## src/rtl/sys_control_ms.sv

```systemverilog
// sys_control_ms: pipeline controller for the camera/filter datapath.
// Kicks off camera configuration (with retry on timeout) and owns the display mode,
// the per-stage filter enables, the Sobel threshold and the pipeline flush.
// Mode and stage-enable changes are staged to the next frame start and followed by a timed flush.
// Ports:
//   i_sysclk, db_rstn        clock, async active-low reset
//   i_sof                    start-of-frame pulse (i_sysclk domain)
//   i_cfg_done               camera configuration complete (level)
//   i_btn_mode/inc/dec       async push buttons (synchronised + debounced)
//   i_sw_stage, i_sw_freeze  async switches (synchronised)
//   o_cfg_start              1-cycle configuration request
//   o_mode, o_stage_en       active display mode / stage enables
//   o_pipe_flush             pipeline flush
//   o_threshold, o_thr_bound Sobel threshold and saturation flag
//   o_busy                   controller not in RUN
module sys_control_ms #(
    parameter int unsigned      N_STAGES     = 2,
    parameter int unsigned      THR_W        = 26,
    parameter logic [THR_W-1:0] THR_INIT     = THR_W'(4000),
    parameter logic [THR_W-1:0] THR_STEP     = THR_W'(500),
    parameter logic [THR_W-1:0] THR_MIN      = THR_W'(500),
    parameter logic [THR_W-1:0] THR_MAX      = THR_W'(20000),
    parameter int unsigned      DB_CYCLES    = 50000,
    parameter int unsigned      FLUSH_CYCLES = 8,
    parameter int unsigned      CFG_TIMEOUT  = 10000000
) (
    input  logic                i_sysclk,
    input  logic                db_rstn,
    input  logic                i_sof,
    input  logic                i_cfg_done,
    input  logic                i_btn_mode,
    input  logic                i_btn_inc,
    input  logic                i_btn_dec,
    input  logic [N_STAGES-1:0] i_sw_stage,
    input  logic                i_sw_freeze,
    output logic                o_cfg_start,
    output logic                o_mode,
    output logic [N_STAGES-1:0] o_stage_en,
    output logic                o_pipe_flush,
    output logic [THR_W-1:0]    o_threshold,
    output logic                o_thr_bound,
    output logic                o_busy
);

    localparam int unsigned N_BTN    = 3;
    localparam int unsigned SYNC_W   = N_BTN + N_STAGES + 1;
    localparam int unsigned DB_CNT_W = (DB_CYCLES > 1) ? $clog2(DB_CYCLES) : 1;
    localparam int unsigned FL_CNT_W = $clog2(FLUSH_CYCLES + 1);
    localparam int unsigned TMO_W    = (CFG_TIMEOUT > 1) ? $clog2(CFG_TIMEOUT) : 1;
    localparam logic        BOUND_INIT = (THR_INIT == THR_MIN) || (THR_INIT == THR_MAX);

    typedef enum logic [2:0] {
        S_INIT, S_CFG, S_ARM, S_APPLY, S_FLUSH, S_RUN
    } state_t;

    // Two-flop synchroniser for every asynchronous input
    logic [SYNC_W-1:0]   sync_q1, sync_q2;
    logic [N_BTN-1:0]    btn_s;
    logic [N_STAGES-1:0] sw_stage_s;
    logic                freeze_s;

    always_ff @(posedge i_sysclk or negedge db_rstn) begin
        if (!db_rstn) begin
            sync_q1 <= '0;
            sync_q2 <= '0;
        end else begin
            sync_q1 <= {i_sw_freeze, i_sw_stage, i_btn_dec, i_btn_inc, i_btn_mode};
            sync_q2 <= sync_q1;
        end
    end

    assign btn_s      = sync_q2[N_BTN-1:0];
    assign sw_stage_s = sync_q2[N_BTN +: N_STAGES];
    assign freeze_s   = sync_q2[SYNC_W-1];

    // Debounce: level follows the input after DB_CYCLES consecutive differing samples;
    // a 0->1 transition of the level yields a one-cycle press event
    logic [N_BTN-1:0]    btn_db, btn_ev;
    logic [DB_CNT_W-1:0] db_cnt [N_BTN];

    always_ff @(posedge i_sysclk or negedge db_rstn) begin
        if (!db_rstn) begin
            btn_db <= '0;
            btn_ev <= '0;
            for (int i = 0; i < N_BTN; i++) db_cnt[i] <= '0;
        end else begin
            btn_ev <= '0;
            for (int i = 0; i < N_BTN; i++) begin
                if (btn_s[i] == btn_db[i]) begin
                    db_cnt[i] <= '0;
                end else if (db_cnt[i] == DB_CNT_W'(DB_CYCLES - 1)) begin
                    db_cnt[i] <= '0;
                    btn_db[i] <= btn_s[i];
                    btn_ev[i] <= btn_s[i];
                end else begin
                    db_cnt[i] <= db_cnt[i] + DB_CNT_W'(1);
                end
            end
        end
    end

    // Threshold: saturating step computed one bit wider so it cannot wrap
    logic [THR_W:0]   thr_up, thr_dn;
    logic [THR_W-1:0] thr_nx;

    always_comb begin
        thr_up = {1'b0, o_threshold} + {1'b0, THR_STEP};
        thr_dn = {1'b0, o_threshold} - {1'b0, THR_STEP};
        thr_nx = o_threshold;
        if (btn_ev[1] && !btn_ev[2]) begin
            thr_nx = (thr_up > {1'b0, THR_MAX}) ? THR_MAX : thr_up[THR_W-1:0];
        end else if (btn_ev[2] && !btn_ev[1]) begin
            thr_nx = (thr_dn[THR_W] || (thr_dn < {1'b0, THR_MIN})) ? THR_MIN : thr_dn[THR_W-1:0];
        end
    end

    always_ff @(posedge i_sysclk or negedge db_rstn) begin
        if (!db_rstn) begin
            o_threshold <= THR_INIT;
            o_thr_bound <= BOUND_INIT;
        end else begin
            o_threshold <= thr_nx;
            o_thr_bound <= (thr_nx == THR_MIN) || (thr_nx == THR_MAX);
        end
    end

    // Pending display mode; presses count only once configuration is done
    state_t state, state_nx;
    logic   pend_mode;

    always_ff @(posedge i_sysclk or negedge db_rstn) begin
        if (!db_rstn) begin
            pend_mode <= 1'b0;
        end else if (btn_ev[0] && (state != S_INIT) && (state != S_CFG)) begin
            pend_mode <= ~pend_mode;
        end
    end

    // cfg_ok marks that a first apply happened; before that S_ARM may not cancel to RUN
    logic                cfg_start_nx, mode_nx, flush_nx, busy_nx, cfg_ok, cfg_ok_nx, changed;
    logic [N_STAGES-1:0] en_nx;
    logic [TMO_W-1:0]    tmo_cnt, tmo_nx;
    logic [FL_CNT_W-1:0] fl_cnt, fl_nx;

    assign changed = (pend_mode != o_mode) || (sw_stage_s != o_stage_en);

    always_ff @(posedge i_sysclk or negedge db_rstn) begin
        if (!db_rstn) begin
            state        <= S_INIT;
            o_cfg_start  <= 1'b0;
            o_mode       <= 1'b0;
            o_stage_en   <= '0;
            o_pipe_flush <= 1'b1;
            o_busy       <= 1'b1;
            cfg_ok       <= 1'b0;
            tmo_cnt      <= '0;
            fl_cnt       <= '0;
        end else begin
            state        <= state_nx;
            o_cfg_start  <= cfg_start_nx;
            o_mode       <= mode_nx;
            o_stage_en   <= en_nx;
            o_pipe_flush <= flush_nx;
            o_busy       <= busy_nx;
            cfg_ok       <= cfg_ok_nx;
            tmo_cnt      <= tmo_nx;
            fl_cnt       <= fl_nx;
        end
    end

    // Next-state and next-output logic
    always_comb begin
        state_nx     = state;
        cfg_start_nx = 1'b0;
        mode_nx      = o_mode;
        en_nx        = o_stage_en;
        flush_nx     = o_pipe_flush;
        cfg_ok_nx    = cfg_ok;
        tmo_nx       = tmo_cnt;
        fl_nx        = fl_cnt;
        case (state)
            S_INIT: begin
                state_nx     = S_CFG;
                cfg_start_nx = 1'b1;
                flush_nx     = 1'b1;
                tmo_nx       = '0;
            end
            S_CFG: begin
                flush_nx = 1'b1;
                if (i_cfg_done) begin
                    state_nx = S_ARM;
                    tmo_nx   = '0;
                end else if (tmo_cnt == TMO_W'(CFG_TIMEOUT - 1)) begin
                    cfg_start_nx = 1'b1;
                    tmo_nx       = '0;
                end else begin
                    tmo_nx = tmo_cnt + TMO_W'(1);
                end
            end
            S_ARM: begin
                flush_nx = cfg_ok ? freeze_s : 1'b1;
                if (cfg_ok && !changed) begin
                    state_nx = S_RUN;
                end else if (i_sof) begin
                    state_nx = S_APPLY;
                end
            end
            S_APPLY: begin
                state_nx  = S_FLUSH;
                mode_nx   = pend_mode;
                en_nx     = sw_stage_s;
                flush_nx  = 1'b1;
                fl_nx     = FL_CNT_W'(FLUSH_CYCLES);
                cfg_ok_nx = 1'b1;
            end
            S_FLUSH: begin
                flush_nx = 1'b1;
                if (fl_cnt == FL_CNT_W'(1)) begin
                    state_nx = S_RUN;
                    flush_nx = freeze_s;
                end else begin
                    fl_nx = fl_cnt - FL_CNT_W'(1);
                end
            end
            S_RUN: begin
                flush_nx = freeze_s;
                if (changed) state_nx = S_ARM;
            end
            default: state_nx = S_INIT;
        endcase
        busy_nx = (state_nx != S_RUN);
    end

endmodule

```

## config.mk

```make
export PLATFORM = sky130hd
export DESIGN_NAME = sys_control_ms
export DESIGN_NICKNAME = d
export VERILOG_FILES = /design/src/rtl/sys_control_ms.sv
export SDC_FILE = /design/constraint.sdc
export NUM_CORES = 1
export LEC_CHECK = 0
export CAP_MARGIN = 25
export CORE_ASPECT_RATIO = 0.9
export CORE_UTILIZATION = 50
export DETAILED_ROUTE_END_ITERATION = 8
export PLACE_DENSITY = 0.72
export SLEW_MARGIN = 20
export SYNTH_ARGS = -nofsm -noshare
export SYNTH_HDL_FRONTEND = slang
export SYNTH_SLANG_ARGS = --single-unit
```

## constraint.sdc

```tcl
create_clock -name i_sysclk -period 5.6 [get_ports i_sysclk]
set_input_delay 1.12 -clock i_sysclk [delete_from_list [all_inputs] [get_ports i_sysclk]]
set_output_delay 1.12 -clock i_sysclk [all_outputs]
set_load 0.02 [all_outputs]
```

==> reports/results.ini <==
[synth]
ys.flop_type = dfrtp_1
synth_area_leaders = dfrtp_1 40%, nor2_1 6.3%, xor2_1 4.6%, xnor2_1 4.3%, nand2_1 3.8%
yosys.area.top_type = dfrtp_1
synthCells = 866
synth_area_sq_um = 7800
ys_ff_latch = 132
yosysUniqueCellTypes = 83
synth_area_per_cell_sq_um = 9.01
syn-num-nets = 885
synth-async-reset-ratio = 1.00
yosysWarnings = 0
yosysTopAreaCellShare = 0.398
ys_seq_area_frac = 0.425
synth_edf_count = 0

[route]
firstDrtPassIters = 7
totalWireLength_um = 19500
wl_per_cell_um = 17.8
wl_met1_um = 8620
antenna_left = 0
highest_layer = met4
wl_met2_um = 8660
num_vias = 6715
wl_met3_um = 1700
drt_iter0_markers = 751
drc_errors = 0
via_per_inst = 6.12

[final_layout]
stdcell_area_sq_um = 8900
fin_util = 0.594
layout-drive-gt1-share = 0.0878
layout.cells.non_filler = 1098
diodes = 0
nNetsFinal = 907
layout-area-overhead-vs-synth_pct = 14.1

[sta]
slew_headroom = 0.423
finalSetupTns_ps = 0
min_period_ps = 4180
rsz0062_at_grt = false
final-setup-viol-count = 0
setup_slack_ps = 1420
drv_slew = 0
clock.fmax_mhz = 239
tightest_slew_ps = 844
final.period_utilization = 0.746
finalHoldViolCount = 0
fin_skew_ps = 6.62
hold_slack_ps = 346

[floorplanning]
fp.dieW_um = 134
fp.dieArea_sq_um = 16100
core_area_sq_um = 15000
rows = 42
start_util = 0.521
die_h_um = 121
io_pins = 43

[critical_path]
critPathArrivalTime_ps = 4530
critPathLaunch = o_threshold[2]
r2r-start = o_threshold[2]
end_kind = flop
rr_endpoint = o_thr_bound
crit_fanout = 19
r2r_slack_ps = 1420
cp.required_ps = 5940
reg2reg_depth = 12
critical_path_class = reg2reg
endpoint = o_thr_bound
worstSetupStartpointType = flop

[clock_tree]
cts_tree = yes
cts_buffers = 17
path_clk_slew_ps = 60
worstSkewPairLatency_ps = 420
post_cts_buffers = 0
cts_resized = 0
clkSinkCount = 132
cts-hold-fix-buffers = 0
clockBufferDepth = 2
root_buffer = clkbuf_16
cts.htree.levels = 4

[power_and_ir_drop]
p_leak_nw = 3.67
ir_worst_vdd_uv = 226
powerDensity_nw_per_um2 = 280
total_power_mw = 2.50

[run]
cap_viol_max_count = 0

[global_routing]
antenna_found_initial = 0
grt_pass1_wl_um = 32600
first_global_vias = 6321
grt_max_degree = 91
overflow = 0
grt_usage = 0.258

[place]
port-buffer-count = 42
dp_hpwl_um = 13300
dp_slack_ps = 1540
gp_congestion = 0.993
place_inst = 1067
dpl_cell_area_sq_um = 8310

[worst_hold_path]
worstHoldStart = sync_q1[5]
hold_class = reg2reg
holdPathStages = 0

[outcome]
outcome = completed

## placed cells by master (no fill, tap or decap), types with 4 or more instances in the layout
| master | instances |
|---|---|
| o32ai_1 | 4 |
| xor2_1 | 41 |
| nor4_1 | 16 |
| nor2_1 | 130 |
| or4_1 | 5 |
| nor2b_1 | 5 |
| dfrtp_1 | 124 |
| clkbuf_16 | 17 |
| xnor2_1 | 38 |
| o22ai_1 | 6 |
| nand3_1 | 38 |
| buf_4 | 5 |
| or2_2 | 4 |
| mux2i_1 | 5 |
| a21o_1 | 4 |
| clkdlybuf4s50_1 | 41 |
| o21ai_0 | 31 |
| nand4_1 | 20 |
| dfstp_2 | 8 |
| nand2_1 | 78 |
| nor3_1 | 28 |
| nor4b_1 | 6 |
| mux2_2 | 7 |
| and3_1 | 21 |
| ha_1 | 9 |
| o211ai_1 | 10 |
| and2_1 | 6 |
| a311oi_1 | 4 |
| a21oi_1 | 30 |
| o31ai_1 | 4 |
| or3_1 | 11 |
| a22o_1 | 4 |
| nand2b_1 | 9 |
| a211oi_1 | 6 |
| inv_1 | 26 |
| nor3b_1 | 4 |
| a32o_1 | 4 |
| a31oi_1 | 6 |
## power breakdown
group | internal (mW) | leakage [nW] | switching (mW)
clock | 0.712 | 0.287 | 0.421
sequential | 1.01 | 1.76 | 0.0539
combinational | 0.121 | 1.62 | 0.177
## logic make-up (layout without fill, tap and decap cells)
logic type / after synthesis / in the layout / synth area share
fa+ha+maj: 10 / 10 / 0.0157
simple gates: 400 / 400 / 0.261
buf+inv: 71 / 105 / 0.0406
xor+xnor: 79 / 79 / 0.0887
mux: 12 / 12 / 0.0165
compound gates: 162 / 162 / 0.153
flops: 132 / 132 / 0.425
## how the worst min path moves through the flow
stage | to | slack [ps]
floorplan | sync_q2[0] | 330
global placement | sync_q2[4] | 330
detailed placement | sync_q2[5] | 330
CTS | sync_q2[5] | 350
global route | sync_q2[0] | 350
finish | sync_q2[5] | 350
## routing by layer
layer	GRT usage	up-vias
li1	-	3148
met1	0.361	3161
met2	0.381	350
met3	0.0704	56
met4	0.0973	0
met5	0	-
## cell usage after synthesis (9+ instances only)
| cell | n |
|---|---|
| nor2_1 | 130 |
| dfrtp_1 | 124 |
| nand2_1 | 78 |
| xor2_1 | 41 |
| nand3_1 | 38 |
| xnor2_1 | 38 |
| o21ai_0 | 31 |
| a21oi_1 | 30 |
| clkbuf_1 | 29 |
| nor3_1 | 28 |
| inv_1 | 26 |
| and3_1 | 21 |
| nand4_1 | 20 |
| nor4_1 | 16 |
| or3_1 | 11 |
| buf_2 | 10 |
| o211ai_1 | 10 |
| ha_1 | 9 |
| nand2b_1 | 9 |
## state kept, by name (all words and copies together) (netlist names), 2 cells and up
| signal | flops |
|---|---|
| btn_db | 3 |
| btn_ev | 3 |
| db_cnt | 48 |
| fl_cnt | 4 |
| o_stage_en | 2 |
| o_threshold | 26 |
| state | 3 |
| sync_q1 | 6 |
| sync_q2 | 6 |
| tmo_cnt | 24 |
## critical path: stages (launching register included)
cell       delay [ps]
dfrtp_1           690
inv_1             100
ha_1              330
and3b_1           480
mux2i_1           130
a2111oi_0         790
nor4_1            150
nand4_1           290
nand2_1           230
a221o_1           410
nor3_1            160
and3_1            170
o2111a_1          180
## area by class of cell
type	instances	area, sq um
Tap cell	198	248
Timing Repair Buffer	48	470
Sequential cell	132	3310
Multi-Input combinational cell	663	4180
Inverter	26	97.6
Clock inverter	11	150
Clock buffer	20	447
Fill cell	1281	6070
Note: power is estimated with default switching activity, not from simulation.
